`src/rtl/mips_ctrl_pkg.sv`:
```
// Shared encodings for the multicycle MIPS control path: opcodes, FSM states,
// mux selects and the bundle of control strobes driven each cycle.
package mips_ctrl_pkg;

   localparam logic [5:0] OP_RTYPE = 6'b000000;
   localparam logic [5:0] OP_ADDI  = 6'b001000;
   localparam logic [5:0] OP_LW    = 6'b100011;
   localparam logic [5:0] OP_SW    = 6'b101011;
   localparam logic [5:0] OP_J     = 6'b000010;
   localparam logic [5:0] OP_BEQ   = 6'b000100;
   localparam logic [5:0] OP_BNE   = 6'b000101;

   typedef enum logic [3:0] {
      FETCH  = 4'd0,
      DECODE = 4'd1,
      EXEC_R = 4'd2,
      EXEC_I = 4'd3,
      MEM_RD = 4'd4,
      MEM_WR = 4'd5,
      WB_ALU = 4'd6,
      WB_MEM = 4'd7,
      BRANCH = 4'd8,
      JUMP   = 4'd9,
      TRAP   = 4'd10
   } state_t;

   localparam logic [1:0] PC_SRC_ALU    = 2'b00;
   localparam logic [1:0] PC_SRC_ALUOUT = 2'b01;
   localparam logic [1:0] PC_SRC_JUMP   = 2'b10;

   localparam logic [1:0] ALUB_RT     = 2'b00;
   localparam logic [1:0] ALUB_FOUR   = 2'b01;
   localparam logic [1:0] ALUB_IMM    = 2'b10;
   localparam logic [1:0] ALUB_IMM_SH = 2'b11;

   localparam logic [1:0] ALUOP_ADD   = 2'b00;
   localparam logic [1:0] ALUOP_SUB   = 2'b01;
   localparam logic [1:0] ALUOP_FUNCT = 2'b10;

   typedef struct packed {
      logic       mem_req;
      logic       mem_we;
      logic       i_or_d;
      logic       ir_write;
      logic       pc_write;
      logic [1:0] pc_src;
      logic       alu_src_a;
      logic [1:0] alu_src_b;
      logic [1:0] alu_op;
      logic       reg_write;
      logic       reg_dst;
      logic       mem_to_reg;
      logic       instr_done;
   } ctrl_t;

   localparam ctrl_t CTRL_NONE = ctrl_t'(16'h0000);

endpackage

```
`src/rtl/ctrl_timeout_timer.sv`:
```
// Counts consecutive cycles of an unanswered memory request and flags expiry
// in the cycle the count reaches the limit while the request is still pending.
module ctrl_timeout_timer #(
   parameter int CNT_W          = 8,
   parameter int TIMEOUT_CYCLES = 255
) (
   input  logic clk,
   input  logic rst,
   input  logic run,
   input  logic clr,
   output logic expired
);

   localparam logic [CNT_W-1:0] LIMIT   = CNT_W'(TIMEOUT_CYCLES);
   localparam logic [CNT_W-1:0] CNT_MAX = {CNT_W{1'b1}};
   localparam logic [CNT_W-1:0] CNT_ONE = {{(CNT_W-1){1'b0}}, 1'b1};

   logic [CNT_W-1:0] cnt_r;

   // wait counter; saturates so a disabled timeout never wraps
   always_ff @(posedge clk) begin
      if (rst) begin
         cnt_r <= {CNT_W{1'b0}};
      end else if (clr) begin
         cnt_r <= {CNT_W{1'b0}};
      end else if (run && (cnt_r != CNT_MAX)) begin
         cnt_r <= cnt_r + CNT_ONE;
      end
   end

   assign expired = (TIMEOUT_CYCLES > 32'sd0) && run && (cnt_r == LIMIT);

endmodule

```
`src/rtl/multicycle_controller.sv`:
```
// Multicycle MIPS sequencing FSM: per-state control strobes for PC, IR, the
// shared memory port, ALU muxes and register write, with sticky trap flags.
module multicycle_controller
   import mips_ctrl_pkg::*;
#(
   parameter int TIMEOUT_CYCLES = 255,
   parameter int CNT_W          = 8
) (
   input  logic       clk,
   input  logic       rst,
   input  logic [5:0] opcode,
   input  logic       zero,
   input  logic       mem_ack,
   output logic       mem_req,
   output logic       mem_we,
   output logic       i_or_d,
   output logic       ir_write,
   output logic       pc_write,
   output logic [1:0] pc_src,
   output logic       alu_src_a,
   output logic [1:0] alu_src_b,
   output logic [1:0] alu_op,
   output logic       reg_write,
   output logic       reg_dst,
   output logic       mem_to_reg,
   output logic       instr_done,
   output logic       illegal_op,
   output logic       bus_err,
   output logic [3:0] state_o
);

   state_t     state_r, next_s;
   logic [5:0] op_r;
   logic       illegal_r, bus_err_r;
   ctrl_t      ctrl_s, ctrl_out_s;
   logic       illegal_set_s, mem_state_s, run_s, clr_s, expired_s;

   // run is derived from state, not from ctrl_s, to keep the decode loop-free
   assign mem_state_s = (state_r == FETCH) || (state_r == MEM_RD) || (state_r == MEM_WR);
   assign run_s       = mem_state_s && !mem_ack;
   assign clr_s       = mem_ack || (next_s != state_r);

   ctrl_timeout_timer #(
      .CNT_W          (CNT_W),
      .TIMEOUT_CYCLES (TIMEOUT_CYCLES)
   ) u_timer (
      .clk     (clk),
      .rst     (rst),
      .run     (run_s),
      .clr     (clr_s),
      .expired (expired_s)
   );

   // state register, opcode latch and sticky error flags
   always_ff @(posedge clk) begin
      if (rst) begin
         state_r   <= FETCH;
         op_r      <= 6'd0;
         illegal_r <= 1'b0;
         bus_err_r <= 1'b0;
      end else begin
         state_r <= next_s;
         if (state_r == DECODE) op_r <= opcode;
         if (illegal_set_s) illegal_r <= 1'b1;
         if (expired_s) bus_err_r <= 1'b1;
      end
   end

   // next-state and per-state control decode
   always_comb begin
      ctrl_s        = CTRL_NONE;
      next_s        = state_r;
      illegal_set_s = 1'b0;
      case (state_r)
         FETCH: begin
            ctrl_s.mem_req   = 1'b1;
            ctrl_s.alu_src_b = ALUB_FOUR;
            ctrl_s.alu_op    = ALUOP_ADD;
            if (mem_ack) begin
               ctrl_s.ir_write = 1'b1;
               ctrl_s.pc_write = 1'b1;
               ctrl_s.pc_src   = PC_SRC_ALU;
               next_s          = DECODE;
            end else if (expired_s) begin
               next_s = TRAP;
            end else begin
               next_s = FETCH;
            end
         end
         DECODE: begin
            ctrl_s.alu_src_b = ALUB_IMM_SH;
            ctrl_s.alu_op    = ALUOP_ADD;
            case (opcode)
               OP_RTYPE:              next_s = EXEC_R;
               OP_ADDI, OP_LW, OP_SW: next_s = EXEC_I;
               OP_BEQ, OP_BNE:        next_s = BRANCH;
               OP_J:                  next_s = JUMP;
               default: begin
                  next_s        = TRAP;
                  illegal_set_s = 1'b1;
               end
            endcase
         end
         EXEC_R: begin
            ctrl_s.alu_src_a = 1'b1;
            ctrl_s.alu_src_b = ALUB_RT;
            ctrl_s.alu_op    = ALUOP_FUNCT;
            next_s           = WB_ALU;
         end
         EXEC_I: begin
            ctrl_s.alu_src_a = 1'b1;
            ctrl_s.alu_src_b = ALUB_IMM;
            ctrl_s.alu_op    = ALUOP_ADD;
            case (op_r)
               OP_LW:   next_s = MEM_RD;
               OP_SW:   next_s = MEM_WR;
               default: next_s = WB_ALU;
            endcase
         end
         MEM_RD: begin
            ctrl_s.mem_req = 1'b1;
            ctrl_s.i_or_d  = 1'b1;
            if (mem_ack) begin
               next_s = WB_MEM;
            end else if (expired_s) begin
               next_s = TRAP;
            end else begin
               next_s = MEM_RD;
            end
         end
         MEM_WR: begin
            ctrl_s.mem_req = 1'b1;
            ctrl_s.mem_we  = 1'b1;
            ctrl_s.i_or_d  = 1'b1;
            if (mem_ack) begin
               ctrl_s.instr_done = 1'b1;
               next_s            = FETCH;
            end else if (expired_s) begin
               next_s = TRAP;
            end else begin
               next_s = MEM_WR;
            end
         end
         WB_ALU: begin
            ctrl_s.reg_write  = 1'b1;
            ctrl_s.reg_dst    = (op_r == OP_RTYPE);
            ctrl_s.instr_done = 1'b1;
            next_s            = FETCH;
         end
         WB_MEM: begin
            ctrl_s.reg_write  = 1'b1;
            ctrl_s.mem_to_reg = 1'b1;
            ctrl_s.instr_done = 1'b1;
            next_s            = FETCH;
         end
         BRANCH: begin
            ctrl_s.alu_src_a  = 1'b1;
            ctrl_s.alu_src_b  = ALUB_RT;
            ctrl_s.alu_op     = ALUOP_SUB;
            ctrl_s.pc_src     = PC_SRC_ALUOUT;
            ctrl_s.pc_write   = ((op_r == OP_BEQ) && zero) || ((op_r == OP_BNE) && !zero);
            ctrl_s.instr_done = 1'b1;
            next_s            = FETCH;
         end
         JUMP: begin
            ctrl_s.pc_write   = 1'b1;
            ctrl_s.pc_src     = PC_SRC_JUMP;
            ctrl_s.instr_done = 1'b1;
            next_s            = FETCH;
         end
         TRAP:    next_s = TRAP;
         default: next_s = TRAP;
      endcase
   end

   // reset silences every output in the same cycle, including a pending request
   assign ctrl_out_s = rst ? CTRL_NONE : ctrl_s;

   assign mem_req    = ctrl_out_s.mem_req;
   assign mem_we     = ctrl_out_s.mem_we;
   assign i_or_d     = ctrl_out_s.i_or_d;
   assign ir_write   = ctrl_out_s.ir_write;
   assign pc_write   = ctrl_out_s.pc_write;
   assign pc_src     = ctrl_out_s.pc_src;
   assign alu_src_a  = ctrl_out_s.alu_src_a;
   assign alu_src_b  = ctrl_out_s.alu_src_b;
   assign alu_op     = ctrl_out_s.alu_op;
   assign reg_write  = ctrl_out_s.reg_write;
   assign reg_dst    = ctrl_out_s.reg_dst;
   assign mem_to_reg = ctrl_out_s.mem_to_reg;
   assign instr_done = ctrl_out_s.instr_done;
   assign illegal_op = illegal_r && !rst;
   assign bus_err    = bus_err_r && !rst;
   assign state_o    = rst ? 4'd0 : state_r;

endmodule

```
`config.mk`:
```
export PLATFORM = sky130hd
export DESIGN_NAME = multicycle_controller
export DESIGN_NICKNAME = d
export VERILOG_FILES = /design/src/rtl/mips_ctrl_pkg.sv /design/src/rtl/ctrl_timeout_timer.sv /design/src/rtl/multicycle_controller.sv
export SDC_FILE = /design/constraint.sdc
export NUM_CORES = 1
export LEC_CHECK = 0
export CAP_MARGIN = 20
export CORE_ASPECT_RATIO = 1.1
export CORE_UTILIZATION = 35
export CTS_CLUSTER_SIZE = 8
export DETAILED_ROUTE_END_ITERATION = 10
export PLACE_DENSITY_LB_ADDON = 0.2
export SYNTH_ARGS = -nofsm -noshare
export SYNTH_HDL_FRONTEND = slang
export SYNTH_SLANG_ARGS = --single-unit
```
`constraint.sdc`:
```
create_clock -name clk -period 3.1 [get_ports clk]
set_input_delay 0.93 -clock clk [delete_from_list [all_inputs] [get_ports clk]]
set_output_delay 0.93 -clock clk [all_outputs]
set_load 0.1 [all_outputs]
```
# After elaboration in Yosys (flattened, before gate mapping)
# Cells that the tools add are included.
# op_classes
n_addsub,1
n_eq_ne,22
n_mux,26
reduce_logical,26
# op_table
cell,n
$mux W4,8
$pmux W4 S7,1
$eq A6 B3 Y1 const B,4
$eq A6 B6 Y1 const B,4
$pmux W4 S5,1
$eq A4 B3 Y1 const B,4
$mux W16,1
$pmux W4 S4,1
$logic_not A6 Y1,2
$mux W1,11
$pmux W3 S3,1
$reduce_or A3 Y1,3
$add A8 B1 Y8 const B,1
$eq A4 B2 Y1 const B,2
$eq A4 B4 Y1 const B,2
$eq A8 B8 Y1 const B,1
$ne A8 B8 Y1 const B,1
$reduce_or A2 Y1,4
$logic_and A1 B1 Y1,7
$reduce_or A7 Y1,1
$eq A6 B2 Y1 const B,1
$eq A6 B4 Y1 const B,1
$eq A4 B1 Y1 const B,1
$logic_not A4 Y1,1
6 further kinds,11
# totals
ff_bits,20
input_bits,10
out_inout_bits,22
elab_cells,80

# Longest topological paths before layout
# logic_depth
ltp_word,11
mapped_depth,7

# Cells and area by module
# From an unflattened synthesis, not the netlist that was laid out.
# hier_totals
cells_unflattened,186
area_unflattened_um2,1377.6
# by_module_without_submodules
mod,n_inst,cells_per_inst,area_each_um2
multicycle_controller,1,137,943.4
ctrl_timeout_timer,1,49,434.2

# Worst setup path before layout
# No wires, ideal clock.
# synth_path
kind,input to output
startpoint,input port rst
endpoint,output port reg_dst
arrival_ps,5604
t_required_ps,2170
slack_ps,-3434
path_stages,5
path_buffers,1
path_cell_list,clkbuf_1 -> nand2b_1 -> nor2_1 -> nand2_1 -> nor4_1
# synth_via
elab_chain_cells,1
# synth_rtl
item,line_no,source
"start, declared",multicycle_controller.sv:10,"input logic rst,"
$mux W16,multicycle_controller.sv:177,assign ctrl_out_s = rst ? CTRL_NONE : ctrl_s;
"end, declared",multicycle_controller.sv:24,"output logic reg_dst,"
# No other way between the ends.

# Final worst setup path
# layout_path
startpoint,input port rst
endpoint,output port pc_src[1]
# layout_via
elab_chain_cells,1
# layout_rtl
item,line_no,source
$mux W16,multicycle_controller.sv:177,
"end, declared",multicycle_controller.sv:19,"output logic [1:0] pc_src,"
# No other way between the ends.

==> out/results.tsv <==
metric	value	unit
status	finished, final reports clean	
antenna viol nets, final	0	
Clock Path Buffers	2	
Initial Util	37.4	%
worst-path fanout max	6	
Yosys top cell area share	28.8	%
VDD IR max	465	uV
Synth area leader	dfxtp_1	
synth unique cells	49	
Final Skew	1.27	ps
Least-Margin Pin Slew	770	ps
first-pass GRT wire length	6490	um
post-route minimum period	2970	ps
drt first pass iters	4	
leakage	0.000781	uW
startpoint types	input port	
Worst Path Arrival	2040	ps
period utilisation layout	95.9	%
height of the chip	68.1	um
CTS hold repair buffers	0	
final wirelength	3890	um
Vias per Instance	5.39	
Hold WS	474	ps
dpl hpwl	3050	um
# IOs	32	
Synth Register Bits	20	
core area	3710	sq um
initial antenna violation count	0	
die footprint	4230	sq um
DRC	0	
GP Congestion	0.827	
dpl cell area	2210	sq um
worst slew margin relative to its limit	48.6	%
largest net degree at the start of global routing	17	
worst hold stages	2	
Final Setup Violations	0	
unrepaired setup endpoints after global routing	false	
Synthesized Nets	192	
top cells by area in the synthesized netlist	dfxtp_1, nand2_1, nor2_1	
pwr dens	729	nW/um^2
WL/cell	14.5	um
fin. max-slew vios	0	
reg2reg setup slack	960	ps
# diodes	0	
Worst R2R End	u_timer.cnt_r[6]	
setup TNS	0	ps
Final Instance Area	2270	sq um
Total Routing Usage GR	20.9	%
Clock transition at path regs	80	ps
Die Wd	62.1	um
CTS root buf	clkbuf_8	
DR vias	1445	
highest clock rate	336	MHz
total CTS buffers	3	
layout cells sized above 1	33.5	%
dominant synthesized flop cell	dfxtp_1	
critical path class	input port to primary output	
Iter 0 DRT Violations	74	
Hold EP	bus_err_r	
syn avg cell area	7.68	sq um
reg2reg path depth	5	
worst skew pair latency	260	ps
Async SR Flop Fraction	0	%
Post-synth EDFFs	0	
vias in the first global route	1414	
final net count	230	
CTS tree	done	
area delta synth->final	63.4	%
Critical Path RT	2170	ps
max-cap violation count	0	
Clock Sinks	20	
Synth Warn #	0	
Post-Syn Area	1390	sq um
RR Startpoint	state_r[1]	
Syn Inst Count	181	
Seq/Total Area, Yosys	28.8	%
Hold Fails Final Rpt	0	
hold_sp	bus_err_r	
total global routing overflow	0	
FP Rows	23	
H-tree Lvls	1	
Crit. End Element	primary output	
Port Buffers	31	
worst hold-check path type	register to register	
## area by class of cell
cell class,instances,area (sq um)
multi-input cells,144,1100
repair buffers,44,628
fillers,317,1440
clock buffers,4,55.1
inverters,6,22.5
flip-flops and latches,20,400
well taps,50,62.6
## metrics by stage
step                      util (%)  std cells  power, uW  worst slack [ps]
after floorplan                  -        181       1130              -799
after global placement        59.5        264       1440              -123
after detailed placement      59.5        264       1450              -167
after CTS                     61.2        268       1660               118
after global routing          61.2        268       1730              57.4
final                         61.2        268       1660               127
## logic make-up after synthesis
family                   Yosys count  share of synthesized area (%)
AND/OR/NAND/NOR                   96                           36.8
AO/OA/AOI/OAI                     37                           21.6
flip-flops                        20                           28.8
buffers and inverters             17                           5.22
XOR/XNOR                           6                           3.78
multiplexers                       4                           2.88
adder cells (fa/ha/maj)            1                          0.900
## power breakdown
| group | switching (uW) | internal, uW |
|---|---|---|
| Combinational | 707 | 391 |
| Clock | 87.7 | 113 |
| Sequential | 66.9 | 290 |
## flip-flops by register name (all words and copies together) (netlist names)
signal / flops
illegal_r: 1
u_timer.cnt_r: 8
bus_err_r: 1
op_r: 6
state_r: 4
## cells in the mapped netlist, types with 3 or more instances
| cell | count |
|---|---|
| nand2_1 | 24 |
| nor2_1 | 22 |
| dfxtp_1 | 20 |
| a21oi_1 | 15 |
| clkbuf_1 | 8 |
| nand3_1 | 7 |
| nor4_1 | 7 |
| nand2b_1 | 6 |
| nor3_1 | 6 |
| inv_1 | 5 |
| xor2_1 | 5 |
| mux2i_1 | 4 |
| o21ai_0 | 4 |
| nor2b_1 | 3 |
## worst max-delay path, cell delays in order
cell and delay (ps):
dlygate4sd2_1 250, buf_6 140, nand2b_1 270, nor3_4 250, buf_12 200
## routing by layer
layer | global-route usage (%) | vias to the layer above | wire, um | part of all wire [%]
met5 | 0 | - | 0 | 0
met4 | 5.56 | 0 | 62 | 1.6
met3 | 4.35 | 6 | 152 | 3.9
met2 | 36.8 | 36 | 2070 | 53
met1 | 25.1 | 678 | 1610 | 41
li1 | - | 725 | - | -
## repair_timing
item,in CTS,in global routing
setup buffers,0,0
endpoints found under the hold margin,0,0
setup endpoints to repair,15,0
gates resized for setup,6,0
## layout by cell type, fill, tap and decap left out, types with 5 or more instances in the layout
master           netlist  routed
nand2_1               24      23
buf_12                 0      22
dfxtp_1               20      20
nor2_1                22      16
a21oi_1               15      13
buf_4                  0      12
nand3_1                7       7
clkdlybuf4s50_1        0       6
inv_1                  5       5
nor2_4                 0       5
xor2_1                 5       5
## worst max-delay path by stage
stage | startpoint | slack, ps | end
5_1_grt | zero | 60 | pc_write
3_3_place_gp | rst | -120 | reg_dst
2_1_floorplan | rst | -800 | reg_dst
3_5_place_dp | rst | -170 | reg_dst
4_1_cts | rst | 120 | reg_dst
6_report | rst | 130 | pc_src[1]
(Power assumes the default switching activity.)
